===== src/rtl/wb_arb_pkg.sv =====
// ============================================================================
// wb_arb_pkg : shared types and mux-select constants for the writeback arbiter
// Revision   : 1.0 - initial release
// ============================================================================
`default_nettype none

package wb_arb_pkg;

    typedef enum logic [1:0] {
        WB_IDLE  = 2'd0,
        WB_WAIT  = 2'd1,
        WB_FORCE = 2'd2
    } wb_state_e;

    localparam logic [2:0] SEL_ALU  = 3'b000;
    localparam logic [2:0] SEL_LOAD = 3'b001;
    localparam logic [2:0] SEL_PC4  = 3'b010;
    localparam logic [2:0] SEL_IMM  = 3'b011;
    localparam logic [2:0] SEL_LLU  = 3'b100;

    // Maps the W-stage result source onto the d0..d3 inputs of the result mux.
    function automatic logic [2:0] pipe_sel(input logic [1:0] src);
        logic [2:0] sel;
        sel = SEL_ALU;
        case (src)
            2'b00:   sel = SEL_ALU;
            2'b01:   sel = SEL_LOAD;
            2'b10:   sel = SEL_PC4;
            default: sel = SEL_IMM;
        endcase
        return sel;
    endfunction

endpackage

`default_nettype wire


===== src/rtl/wb_starve_cnt.sv =====
// ============================================================================
// wb_starve_cnt : saturating count of consecutive denied LLU cycles; hit flags
//                 the increment that reaches LIMIT
// Revision      : 1.0 - initial release
// ============================================================================
`default_nettype none

module wb_starve_cnt #(
    parameter int LIMIT = 4
) (
    input  logic clk,
    input  logic reset,
    input  logic inc,
    input  logic clr,
    output logic hit
);

    localparam int W = $clog2(LIMIT + 1);

    logic [W-1:0] r_cnt;

    always_ff @(posedge clk) begin
        if (reset || clr) begin
            r_cnt <= '0;
        end else if (inc && (int'(r_cnt) < LIMIT)) begin
            r_cnt <= r_cnt + W'(1);
        end
    end

    assign hit = inc && ((int'(r_cnt) + 1) >= LIMIT);

endmodule

`default_nettype wire


===== src/rtl/wb_arbiter.sv =====
// ============================================================================
// wb_arbiter : register-file write-port arbiter between W stage and LLU
//              WB_ARB_STARVE_EN enables the starvation counter and FORCE state
// Revision   : 1.0 - initial release
// ============================================================================
`default_nettype none

module wb_arbiter
    import wb_arb_pkg::*;
#(
    parameter int STARVE_LIMIT = 4,
    parameter int REG_ADDR_W   = 5
) (
    input  logic                  clk,
    input  logic                  reset,
    input  logic                  reg_write_w,
    input  logic [REG_ADDR_W-1:0] rd_w,
    input  logic [1:0]            result_src_w,
    input  logic                  llu_valid,
    input  logic [REG_ADDR_W-1:0] llu_rd,
    output logic                  llu_ready,
    output logic [2:0]            result_sel,
    output logic                  rf_we,
    output logic [REG_ADDR_W-1:0] rf_waddr,
    output logic                  stall_req
);

    logic w_pipe_wr;
    logic w_force;

    assign w_pipe_wr = reg_write_w && (rd_w != '0);

`ifdef WB_ARB_STARVE_EN
    wb_state_e r_state;
    logic      w_denied;
    logic      w_llu_hs;
    logic      w_hit;

    assign w_force  = (r_state == WB_FORCE);
    assign w_denied = llu_valid && !llu_ready;
    assign w_llu_hs = llu_valid && llu_ready;

    wb_starve_cnt #(
        .LIMIT (STARVE_LIMIT)
    ) u_starve_cnt (
        .clk   (clk),
        .reset (reset),
        .inc   (w_denied),
        .clr   (w_llu_hs || w_force),
        .hit   (w_hit)
    );

    // WAIT drops back to IDLE on any non-denied cycle: either the handshake
    // happened or the request went away.
    always_ff @(posedge clk) begin
        if (reset) begin
            r_state <= WB_IDLE;
        end else begin
            case (r_state)
                WB_IDLE, WB_WAIT: begin
                    if (w_denied) begin
                        r_state <= w_hit ? WB_FORCE : WB_WAIT;
                    end else begin
                        r_state <= WB_IDLE;
                    end
                end
                WB_FORCE: r_state <= WB_IDLE;
                default:  r_state <= WB_IDLE;
            endcase
        end
    end
`else
    logic w_unused_limit;

    assign w_force        = 1'b0;
    assign w_unused_limit = (STARVE_LIMIT > 0);
`endif

    always_comb begin
        llu_ready  = 1'b0;
        rf_we      = 1'b0;
        result_sel = SEL_ALU;
        rf_waddr   = '0;
        stall_req  = 1'b0;
        if (!reset) begin
            if (w_force || !w_pipe_wr) begin
                stall_req = w_force;
                llu_ready = 1'b1;
                if (llu_valid) begin
                    result_sel = SEL_LLU;
                    rf_we      = (llu_rd != '0);
                    rf_waddr   = llu_rd;
                end
            end else begin
                result_sel = pipe_sel(result_src_w);
                rf_we      = 1'b1;
                rf_waddr   = rd_w;
            end
        end
    end

endmodule

`default_nettype wire


===== config.mk =====
export PLATFORM = sky130hd
export DESIGN_NAME = wb_arbiter
export DESIGN_NICKNAME = d
export VERILOG_FILES = /design/src/rtl/wb_arb_pkg.sv /design/src/rtl/wb_starve_cnt.sv /design/src/rtl/wb_arbiter.sv
export SDC_FILE = /design/constraint.sdc
export NUM_CORES = 1
export LEC_CHECK = 0
export ABC_AREA = 1
export BUFFER_PORTS_ARGS = -buffer_cell sky130_fd_sc_hd__buf_4
export CORE_AREA = 2 2 39 41
export DETAILED_ROUTE_END_ITERATION = 7
export DIE_AREA = 0 0 41 43
export GPL_ROUTABILITY_DRIVEN = 0
export SETUP_SLACK_MARGIN = 0.05
export SLEW_MARGIN = 20
export SYNTH_ARGS = -nofsm -noshare
export SYNTH_HDL_FRONTEND = slang
export SYNTH_SLANG_ARGS = --single-unit

===== constraint.sdc =====
create_clock -name vclk -period 0.9
set_input_delay 0.18 -clock vclk [all_inputs]
set_output_delay 0.18 -clock vclk [all_outputs]
set_load 0.05 [all_outputs]

* Word level (Yosys, flattened, before mapping)
Index checks and enable logic that the tools add are counted.
** Word-level totals
- Word-level logic and storage cells :: 18
- Register bits after elaboration :: 0
- Output and inout port bits :: 11
- Input port bits :: 16
** Operators by class
- Reduce and logical (&&, ||, !) cells :: 4
- Equality and inequality tests :: 2
- Multiplexer cells :: 12
** Operators by type and width (number)
- $mux 5 :: 3
- $reduce_bool 5->1 :: 2
- $mux 3 :: 3
- $pmux 2 s3 :: 1
- $mux 1 :: 5
- $eq 2x1->1 const B :: 1
- $eq 2x2->1 const B :: 1
- $logic_not 2->1 :: 1
- $logic_and 1x1->1 :: 1

* Longest topological paths before layout
- Depth after elaboration :: 4
- Gate-level depth with buffers :: 6
- Depth with buffers taken out :: 6

* Worst setup path before layout
Ideal clock, no wire load.
- Path kind :: input port to output port
- Start :: in rd_w[2]
- End :: out llu_ready
- Path buffers :: 0
- Stages :: 5
- Data required time :: 720 ps
- Path slack :: -493 ps
- Arrival time :: 1213 ps
- Cells stage by stage :: nor2_2 nand3_4 nand2_4 inv_2 nor2_1
** Between the ends
- Word-level cells in the longest chain between the ends :: 4
** RTL lines
- from (decl) :: line wb_arbiter.sv:17 : input logic [REG_ADDR_W-1:0] rd_w,
- $reduce_bool 5->1 :: line wb_arbiter.sv:31 : assign w_pipe_wr = reg_write_w && (rd_w != '0);
- $logic_and 1x1->1 :: line wb_arbiter.sv:31
- $mux 1 :: line wb_arbiter.sv:86 : if (w_force || !w_pipe_wr) begin
- $mux 1 :: line wb_arbiter.sv:85 : if (!reset) begin
- to (decl) :: line wb_arbiter.sv:21 : output logic llu_ready,
Every way passes these cells.

* Worst setup path after layout
- Start :: in rd_w[3]
- End :: out rf_waddr[1]
** Between the ends
- Word-level cells in the longest chain between the ends :: 4
** RTL lines
- $reduce_bool 5->1 :: line wb_arbiter.sv:31
- $logic_and 1x1->1 :: line wb_arbiter.sv:31
- $mux 5 :: line wb_arbiter.sv:86
- $mux 5 :: line wb_arbiter.sv:85
- to (decl) :: line wb_arbiter.sv:24 : output logic [REG_ADDR_W-1:0] rf_waddr,
Every way passes these cells.

==> results by group <==
Setup path
  • Critical Path AT: 1.01 ns
  • Critical Path Start Type: primary input
  • Critical path data required time: 0.72 ns
  • CP Class: in2out
  • CP Capture Type: output port
  • Worst Path Max Fanout: 7

Synth
  • Syn Area/Cell: 5.23 sq um
  • Mapped Area: approximately 240 sq um
  • Post-Syn Nets: 61
  • Synthesized instance count: 45
  • Unique cell type count in the Yosys netlist: 15
  • Synth warn: 0
  • Seq/Total Area, Yosys: 0

Global route
  • Number of global-route vias before repair: 395
  • Initial antenna violation count: 0
  • First-pass GRT wire length: 1.59 mm
  • Largest net degree at the start of global routing: 11
  • Total GRT Usage: 0.122
  • GRT overflow: 0

Detailed routing
  • Post-DRT Antenna Nets: 0
  • Wire per inst: ~10 um
  • Drt first pass iters: 2
  • Post-Route WL: 926 um
  • Vias per inst: between 4 and 5
  • WL met2: 549 um
  • Via count: 403
  • Met3 wire len: ~47 um
  • Top Layer Used: met3
  • Residual DRC: 0
  • DRT iter0 DRCs: 2
  • Metal-1 WL: roughly 330 um

Cells and area
  • Nets: 95
  • Flip-flop and latch count: 0
  • Multi-input combinational cell area: 314 sq um
  • Commonest non-fill, non-tap cell in the layout: buf_4
  • Commonest cells after routing, fill and taps aside: buf_4, buf_6, nor2_4
  • FILL cells: 149
  • Antenna diodes: 0
  • Clkbuf count: 0
  • Fraction of layout cells with a size suffix above 1: 0.701
  • Seq. cell area: 0 sq um
  • Final Instance Count excl. Fillers: 93
  • Final Cell Area: 686 sq um
  • Utilization after layout: 0.495
  • Area Overhead vs Synth: 191%

Timing
  • FMAX: roughly 840 MHz
  • Final worst setup slack: -0.288 ns
  • Final setup fails: 10
  • Final min period: 1.19 ns
  • Final hold vios: 0
  • Final setup TNS: -2.53 ns
  • Unrepaired setup endpoints after global routing: yes
  • Final-report max-slew violation count: 0
  • Final period utilization: 1.32

Die
  • Core Area: 1380 sq um
  • I/O pin total: 27
  • Num rows: 14
  • Die Ht: roughly 43 um
  • Die span in x: 41 um
  • Full die area: 1760 sq um
  • Starting utilization of the core area: 0.170

Job
  • Max Cap Violations: 0

Power and ir drop
  • Switching fraction of total power: 0.562
  • Pwr per Cell Area: 577 nW/um^2
  • Leak: 0.323 nW
  • Peak VDD IR: around 230 uV
  • Switching power: about 0.22 mW
  • Clock network power share: 0
  • Register share of total power: 0
  • Gate power share: 1.000
  • Total chip power: 0.395 mW
  • Internal: 0.173 mW

Placed design
  • Post-DP Area: 564 sq um
  • Placed wire-length estimate: 727 um
  • Placed Instances: 90
  • IO Port Bufs: 25

Status
  • Violations in the final reports: negative setup slack
  • Status: finished with violations

Worst hold path
  • Worst Hold Class: in2out
power by group through the flow:
stage	combinational, mW	sequential, mW	clock (mW)
final	0.395	0	0
after global routing	0.420	0	0
after CTS	0.392	0	0
after detailed placement	0.340	0	0
after global placement	0.339	0	0
after floorplan	0.203	0	0
critical path, cell delays in order:
cell      delay (ns)
buf_8           0.10
nor2_4          0.12
nand3_4         0.12
nand2_4         0.12
nand3b_1        0.13
nand2_4         0.10
buf_8           0.14
path summary, 6_finish.rpt:
| kind | slack [ns] | end | start | cells after the start |
|---|---|---|---|---|
| max | -0.29 | rf_waddr[1] | rd_w[3] | 7 |
| min | 0.73 | result_sel[1] | result_src_w[1] | 4 |
cell families (layout without fill, tap and decap cells):
logic type / after synthesis / count (layout) / share of synthesized area
other: 1 / 1 / 0.0159
AOI/OAI and AO/OA: 2 / 2 / 0.0426
buffers and inverters: 8 / 40 / 0.144
and+or+nand+nor: 34 / 34 / 0.798
per-stage QoR:
stage / setup WS [ns] / hold slack, ns
after floorplan: -0.110 / 0.412
after global placement: -0.308 / 0.762
after detailed placement: -0.323 / 0.763
after CTS: -0.282 / 0.728
after global routing: -0.339 / 0.743
final: -0.288 / 0.725
layout make-up:
type / instances / area share
inverter: 7 / 0.0420
multi-input combinational: 37 / 0.458
tap: 16 / 0.0292
timing repair buffer: 33 / 0.471
cells in the mapped netlist:
master    instances  area share
nand2_1          11        0.18
nand3_4           1       0.074
inv_2             1       0.016
nor2_1            7        0.11
nand2_4           1       0.048
clkinv_1          1       0.016
nor2_2            2       0.053
buf_4             1       0.032
nand3b_1          5        0.16
nand4_1           3       0.080
inv_1             5       0.080
nand2_2           2       0.053
conb_1            1       0.016
a21oi_1           2       0.043
nand3_1           2       0.043
per-layer routing:
layer  global-route usage  up-vias
li1                     -      207
met2                0.219        9
met3               0.0209        0
met4               0.0200        0
met5                    0        -
met1                0.142      187
timing repair:
action | in CTS | in global routing
endpoints found under the setup margin | 10 | 10
cloned | 0 | 0
gates resized for setup | 23 | 2
pin swaps | 7 | 5
buffers inserted | 2 | 1
hold buffers | 0 | 0
Power figures use the tool's default switching activity.
